<file path="config.mk">
export PLATFORM = sky130hd
export DESIGN_NAME = step_clk_gen_flat
export DESIGN_NICKNAME = d
export VERILOG_FILES = /design/src/rtl/step_clk_gen_if.sv /design/src/rtl/step_clk_gen.sv /design/src/flat_wrapper.sv
export SDC_FILE = /design/constraint.sdc
export NUM_CORES = 1
export LEC_CHECK = 0
export ABC_AREA = 1
export CORE_MARGIN = 8
export CORE_UTILIZATION = 40
export DETAILED_ROUTE_END_ITERATION = 7
export SYNTH_ARGS = -nofsm -noshare
export SYNTH_HDL_FRONTEND = slang
export SYNTH_SLANG_ARGS = --single-unit
</file>
<file path="constraint.sdc">
create_clock -name clk -period 2.24 [get_ports clk]
set_input_delay 0.224 -clock clk [delete_from_list [all_inputs] [get_ports clk]]
set_output_delay 0.224 -clock clk [all_outputs]
set_load 0.005 [all_outputs]
</file>
<file path="src/rtl/step_clk_gen_if.sv">
// Switch inputs and conditioned CPU clock/reset outputs of step_clk_gen.
// sw_run exists only when STEP_AUTORUN_EN is defined.
interface step_clk_gen_if;
    // No valid/ready handshake here: switches are raw asynchronous levels, and the
    // outputs are registered levels that are valid on every clk cycle after reset.
    logic        sw_step;
    logic        sw_reset;
`ifdef STEP_AUTORUN_EN
    logic        sw_run;
`endif
    logic        step_clk;
    logic        cpu_reset;
    logic [15:0] step_count;

`ifdef STEP_AUTORUN_EN
    modport master (output sw_step, sw_reset, sw_run, input step_clk, cpu_reset, step_count);
    modport slave  (input sw_step, sw_reset, sw_run, output step_clk, cpu_reset, step_count);
`else
    modport master (output sw_step, sw_reset, input step_clk, cpu_reset, step_count);
    modport slave  (input sw_step, sw_reset, output step_clk, cpu_reset, step_count);
`endif
endinterface

</file>
<file path="src/rtl/step_clk_gen.sv">
// Debounced single-step clock and reset generator for the single-cycle CPU.
// Optional auto-run stepping is built when STEP_AUTORUN_EN is defined.
module step_clk_gen #(
    parameter int DEBOUNCE_CYCLES = 1_000_000,
    parameter int CNT_W           = 20,
`ifdef STEP_AUTORUN_EN
    parameter int AUTO_PERIOD     = 50_000_000,
`endif
    parameter int PULSE_CYCLES    = 8
) (
    input  logic             clk,
    input  logic             reset_n,
    step_clk_gen_if.slave    sif,
    output logic [1:0]       dbg_state
);
    localparam logic [1:0] IDLE = 2'd0;
    localparam logic [1:0] HIGH = 2'd1;
    localparam logic [1:0] WAIT = 2'd2;
    localparam int PW = (PULSE_CYCLES > 1) ? $clog2(PULSE_CYCLES) : 1;

`ifdef STEP_AUTORUN_EN
    localparam int N_SW = 3;
    localparam int AW   = (AUTO_PERIOD > 1) ? $clog2(AUTO_PERIOD) : 1;
`else
    localparam int N_SW = 2;
`endif

    // Bit 0 = step, bit 1 = reset, bit 2 = run (auto-run builds only).
    logic [N_SW-1:0] raw, sync1, sync2, stable, stable_nxt;
    logic [CNT_W-1:0] cnt [N_SW];
    logic [CNT_W-1:0] cnt_nxt [N_SW];

`ifdef STEP_AUTORUN_EN
    assign raw = {sif.sw_run, sif.sw_reset, sif.sw_step};
`else
    assign raw = {sif.sw_reset, sif.sw_step};
`endif

    // A level is accepted only after DEBOUNCE_CYCLES consecutive mismatching cycles.
    always_comb begin
        stable_nxt = stable;
        for (int i = 0; i < N_SW; i++) begin
            cnt_nxt[i] = '0;
            if (sync2[i] != stable[i]) begin
                if (cnt[i] == CNT_W'(DEBOUNCE_CYCLES - 1)) begin
                    stable_nxt[i] = sync2[i];
                end else begin
                    cnt_nxt[i] = cnt[i] + 1'b1;
                end
            end
        end
    end

    always_ff @(posedge clk or negedge reset_n) begin
        if (!reset_n) begin
            sync1  <= '0;
            sync2  <= '0;
            stable <= '0;
            for (int i = 0; i < N_SW; i++) cnt[i] <= '0;
        end else begin
            sync1  <= raw;
            sync2  <= sync1;
            stable <= stable_nxt;
            for (int i = 0; i < N_SW; i++) cnt[i] <= cnt_nxt[i];
        end
    end

    logic [1:0]    state, state_nxt;
    logic [PW-1:0] pcnt, pcnt_nxt;
    logic          step_d;
    logic          start;
    logic          run_lvl;

`ifdef STEP_AUTORUN_EN
    logic [AW-1:0] per_cnt;
    assign run_lvl = stable[2];

    always_ff @(posedge clk or negedge reset_n) begin
        if (!reset_n) begin
            per_cnt <= '0;
        end else if (!run_lvl || per_cnt == AW'(AUTO_PERIOD - 1)) begin
            per_cnt <= '0;
        end else begin
            per_cnt <= per_cnt + 1'b1;
        end
    end

    // In auto-run the period counter owns stepping and manual presses are ignored.
    always_comb begin
        start = 1'b0;
        if (state == IDLE) begin
            if (run_lvl) start = (per_cnt == AW'(AUTO_PERIOD - 1));
            else         start = stable[0] & ~step_d;
        end
    end
`else
    assign run_lvl = 1'b0;
    assign start   = (state == IDLE) & stable[0] & ~step_d;
`endif

    always_comb begin
        state_nxt = state;
        pcnt_nxt  = pcnt;
        case (state)
            IDLE: if (start) begin
                state_nxt = HIGH;
                pcnt_nxt  = '0;
            end
            HIGH: if (pcnt == PW'(PULSE_CYCLES - 1)) begin
                state_nxt = run_lvl ? IDLE : WAIT;
                pcnt_nxt  = '0;
            end else begin
                pcnt_nxt = pcnt + 1'b1;
            end
            WAIT: if (!stable[0]) state_nxt = IDLE;
            default: state_nxt = IDLE;
        endcase
    end

    // Reset clear uses the next stable level so a coincident reset rise beats a step.
    always_ff @(posedge clk or negedge reset_n) begin
        if (!reset_n) begin
            state          <= IDLE;
            pcnt           <= '0;
            step_d         <= 1'b0;
            sif.step_clk   <= 1'b0;
            sif.step_count <= '0;
        end else begin
            state        <= state_nxt;
            pcnt         <= pcnt_nxt;
            step_d       <= stable[0];
            sif.step_clk <= (state_nxt == HIGH);
            if (stable_nxt[1]) begin
                sif.step_count <= '0;
            end else if (start) begin
                sif.step_count <= sif.step_count + 16'd1;
            end
        end
    end

    assign sif.cpu_reset = stable[1];
    assign dbg_state     = state;
endmodule

</file>
<file path="src/flat_wrapper.sv">
// flat-port wrapper written by rule: the top's interface ports become plain ports
module step_clk_gen_flat 
#(
    parameter int DEBOUNCE_CYCLES = 1_000_000,
    parameter int CNT_W           = 20,

    parameter int PULSE_CYCLES    = 8
)
  (clk, reset_n, dbg_state, sif_sw_step, sif_sw_reset, sif_step_clk, sif_cpu_reset, sif_step_count);
  step_clk_gen_if sif_i ();
  input  logic clk;
  input  logic reset_n;
  output logic [1:0] dbg_state;
  input wire logic [$bits(sif_i.sw_step)-1:0] sif_sw_step;
  input wire logic [$bits(sif_i.sw_reset)-1:0] sif_sw_reset;
  output wire logic [$bits(sif_i.step_clk)-1:0] sif_step_clk;
  output wire logic [$bits(sif_i.cpu_reset)-1:0] sif_cpu_reset;
  output wire logic [$bits(sif_i.step_count)-1:0] sif_step_count;
  assign sif_i.sw_step = sif_sw_step;
  assign sif_i.sw_reset = sif_sw_reset;
  assign sif_step_clk = sif_i.step_clk;
  assign sif_cpu_reset = sif_i.cpu_reset;
  assign sif_step_count = sif_i.step_count;
  step_clk_gen #(.DEBOUNCE_CYCLES(DEBOUNCE_CYCLES), .CNT_W(CNT_W), .PULSE_CYCLES(PULSE_CYCLES)) u_core (.clk(clk), .reset_n(reset_n), .sif(sif_i), .dbg_state(dbg_state));
endmodule
</file>
==> results.tsv <==
stage	metric	value	unit
global_routing	antenna_found_initial	0	
sta	hold_ws	0.309	ns
clock_network	htree_levels	3	
detailed_routing	postRouteAntennaNets	0	
synthesis	synth-seq-area-share	46.6	%
synthesis	yosys.area.top_type	dfrtp_1	
clock_network	cts_buffers	9	
clock_network	cts_setup_buffers	0	
detailed_routing	drc	0	
detailed_routing	dr.pass1.iters	6	
synthesis	synth-async-reset-ratio	100	%
clock_network	cts_sinks	69	
sta	maxSlewViolCount	0	
synthesis	syn_area_per_cell	8.18	um2
worst_setup_path	crit_top_cell	nand3_1	
placed_design	hpwlAfterDp	5.67	mm
final_layout	area_growth	16.2	%
worst_setup_path	r2r_setup_slack	0.56	ns
sta	tightest_slew	0.571	ns
detailed_routing	vias	2963	
worst_setup_path	worstPathCellList	ha_1, nand3_1, nor3_2, nand3_1, nand2_2, inv_2, nand2_1, nor2_1	
clock_network	cts_max_path_buffers	2	
power	irDropWorstVdd	0.000494	V
worst_setup_path	crit_fanout	10	
synthesis	synth.area.top_cells	dfrtp_1 (47%), nand2_1 (8.8%), nor2_1 (8.2%), inv_1 (5.8%), xor2_1 (4.5%)	
clock_network	clkTransAtPathRegs	0.08	ns
synthesis	ys_types	32	
detailed_routing	drt-vias-per-instance	4.89	
hold_path	hold_depth	1	
final_layout	nFillCells	900	
synthesis	synth.mux.area_fraction	0	%
hold_path	holdCritPathClass	in2reg	
final_layout	nets	499	
global_routing	grt_usage	13.3	%
sta	period_share	75.2	%
worst_setup_path	cp-endpoint	u_core.cnt[37]	
floorplanning	die_h	112	um
worst_setup_path	reg2reg_depth	8	
clock_network	cts_tree	built	
sta	skew	0.0140	ns
floorplanning	die_area	12600	um2
clock_network	root_buffer	clkbuf_8	
synthesis	synth_top_area_share	46.6	%
final_layout	stdcell_area	4310	um2
final_layout	seq_area	1730	um2
synthesis	synth.ff_latch_count	69	
synthesis	synth_top_family_by_area	simple AND/OR/NAND/NOR gates	
worst_setup_path	cp.required	2.48	ns
placed_design	port_buffers	23	
power	power_density	576	nW/um2
sta	slew_headroom	61.9	%
worst_setup_path	cpPeakStageDelay	0.38	ns
worst_setup_path	r2r-start	u_core.cnt[20]	
worst_setup_path	critPathKind	reg2reg	
final_layout	drive_gt1_share	11.3	%
sta	rsz0062_at_grt	no	
sta	min_period	1.68	ns
detailed_routing	drt_wl_total	7.59	mm
hold_path	hp-start	sif_sw_step	
sta	setup_viol	0	
floorplanning	rows	35	
global_routing	grt_max_degree	31	
worst_setup_path	cp-start-kind	flip-flop	
global_routing	grt_first_pass_wirelength	13.7	mm
synthesis	syn-cell-area	3710	um2
synthesis	synth_edf_count	0	
worst_setup_path	critPathCaptureType	flip-flop	
synthesis	yosys_most_used_dff	dfrtp_1	
global_routing	overflow	0	
sta	final_hold_viol_count	0	
floorplanning	fp.dieW	112	um
detailed_routing	drt_iter0_drc	162	
synthesis	synth_fp_nets	462	
synthesis	synth_xor_area_share	6.14	%
power	p_leak	1.89	nW
worst_setup_path	crit_start	u_core.cnt[20]	
worst_setup_path	cp.arrival	1.92	ns
clock_network	clkLatencyLatePin	0.35	ns
synthesis	synth_warnings	0	
global_routing	grt_pass1_vias	2966	
floorplanning	io_pins	24	
detailed_routing	wl_per_cell	12.5	um
outcome	status	complete, no violations	
floorplanning	initial_core_util	40.7	%
synthesis	yosysMostFrequentCell	nand2_1	
synthesis	synth_compound_area_share	4.42	%
final_layout	antenna_cells	0	
sta	setup_tns	0	ns
sta	max_freq	594	MHz
worst_setup_path	regToRegEndpoint	u_core.cnt[37]	
synthesis	synthTopCellsByCount	nand2_1 (87), nor2_1 (81), dfrtp_1 (69)	
placed_design	postPlaceCellArea	4070	um2
synthesis	yosys.area_share.simple	34.1	%
synthesis	syn_inst	453	
placed_design	gp_congestion	0.880	
synthesis	synth-adder-area-share	1.69	%
floorplanning	core	9110	um2
job	cap_violations	0	
final_layout	multi_input_area	1720	um2
worst_setup_path	crit_slowest_cell	dfrtp_1	
per-layer routing:
metal | up-vias | track usage, % | share of wire (%)
met5 | - | 0 | 0
li1 | 1508 | - | -
met4 | 0 | 4.23 | 1.1
met3 | 9 | 3.70 | 2.8
met1 | 1412 | 16.3 | 47
met2 | 34 | 22.2 | 49
placed cells by master, fill, tap and decap left out, drive strengths merged, types with 10 or more instances in the layout:
| cell | instances |
|---|---|
| xor2 | 19 |
| nand3 | 35 |
| nand2 | 94 |
| nand4 | 11 |
| clkdlybuf4s50 | 22 |
| a21oi | 10 |
| inv | 60 |
| nor3 | 21 |
| dfrtp | 69 |
| nor2 | 99 |
stage by stage:
| step | total power, W | util (%) | setup slack, ns | std cells |
|---|---|---|---|---|
| floorplan | 0.00132 | - | 0.773 | 453 |
| global placement | 0.00136 | 44.7 | 0.600 | 589 |
| detailed placement | 0.00136 | 44.7 | 0.561 | 589 |
| CTS | 0.00252 | 47.3 | 0.542 | 606 |
| global route | 0.00259 | 47.3 | 0.389 | 606 |
| finish | 0.00248 | 47.3 | 0.556 | 606 |
worst min path at each step:
stage	end
floorplan	u_core.cnt[0]
global placement	u_core.cnt[6]
detailed placement	u_core.cnt[5]
CTS	u_core.sync1[0]
global route	u_core.sync1[0]
finish	u_core.sync1[0]
repair_timing:
item / CTS / global route
endpoints found under the setup margin: 0 / 0
hold endpoints to repair: 23 / 0
gates resized for setup: 0 / 0
hold buffers: 1 / 0
power by group:
part / internal, W / total [W] / switching (W)
clock: 0.000632 / 0.00114 / 0.000511
sequential: 0.00126 / 0.00127 / 0.00000935
combinational: 0.0000209 / 0.0000700 / 0.0000492
area by class of cell:
type	instances	area share, %
flip-flops and latches	69	40.1
multi-input cells	322	39.9
repair buffers	28	6.16
inverters	60	5.41
well taps	111	3.23
clock buffers	9	2.88
clock inverters	7	2.30
worst max-delay path, delay by kind of cell, from the launching register on:
kind | cells | cell delay (ns)
fa+ha+maj | 1 | 0.20
buf+inv | 1 | 0.07
flops | 1 | 0.38
simple gates | 6 | 0.93
state kept, by name, summed over array words and instances, names as in the netlist:
signal                 flops
u_core.sif.step_clk        1
u_core.sif.step_count     16
u_core.cnt                40
u_core.sync1               2
u_core.stable              2
u_core.pcnt                3
u_core.step_d              1
u_core.sync2               2
u_core.dbg_state           2
logic make-up (layout without fill, tap and decap cells):
kind of cell / after synthesis / count (layout)
xor gates and xnor gates: 26 / 26
adders and majority gates: 5 / 5
AOI/OAI and AO/OA: 27 / 27
and+or+nand+nor: 264 / 264
buffers and inverters: 62 / 104
DFF: 69 / 69
Note: power is estimated with default switching activity, not from simulation.
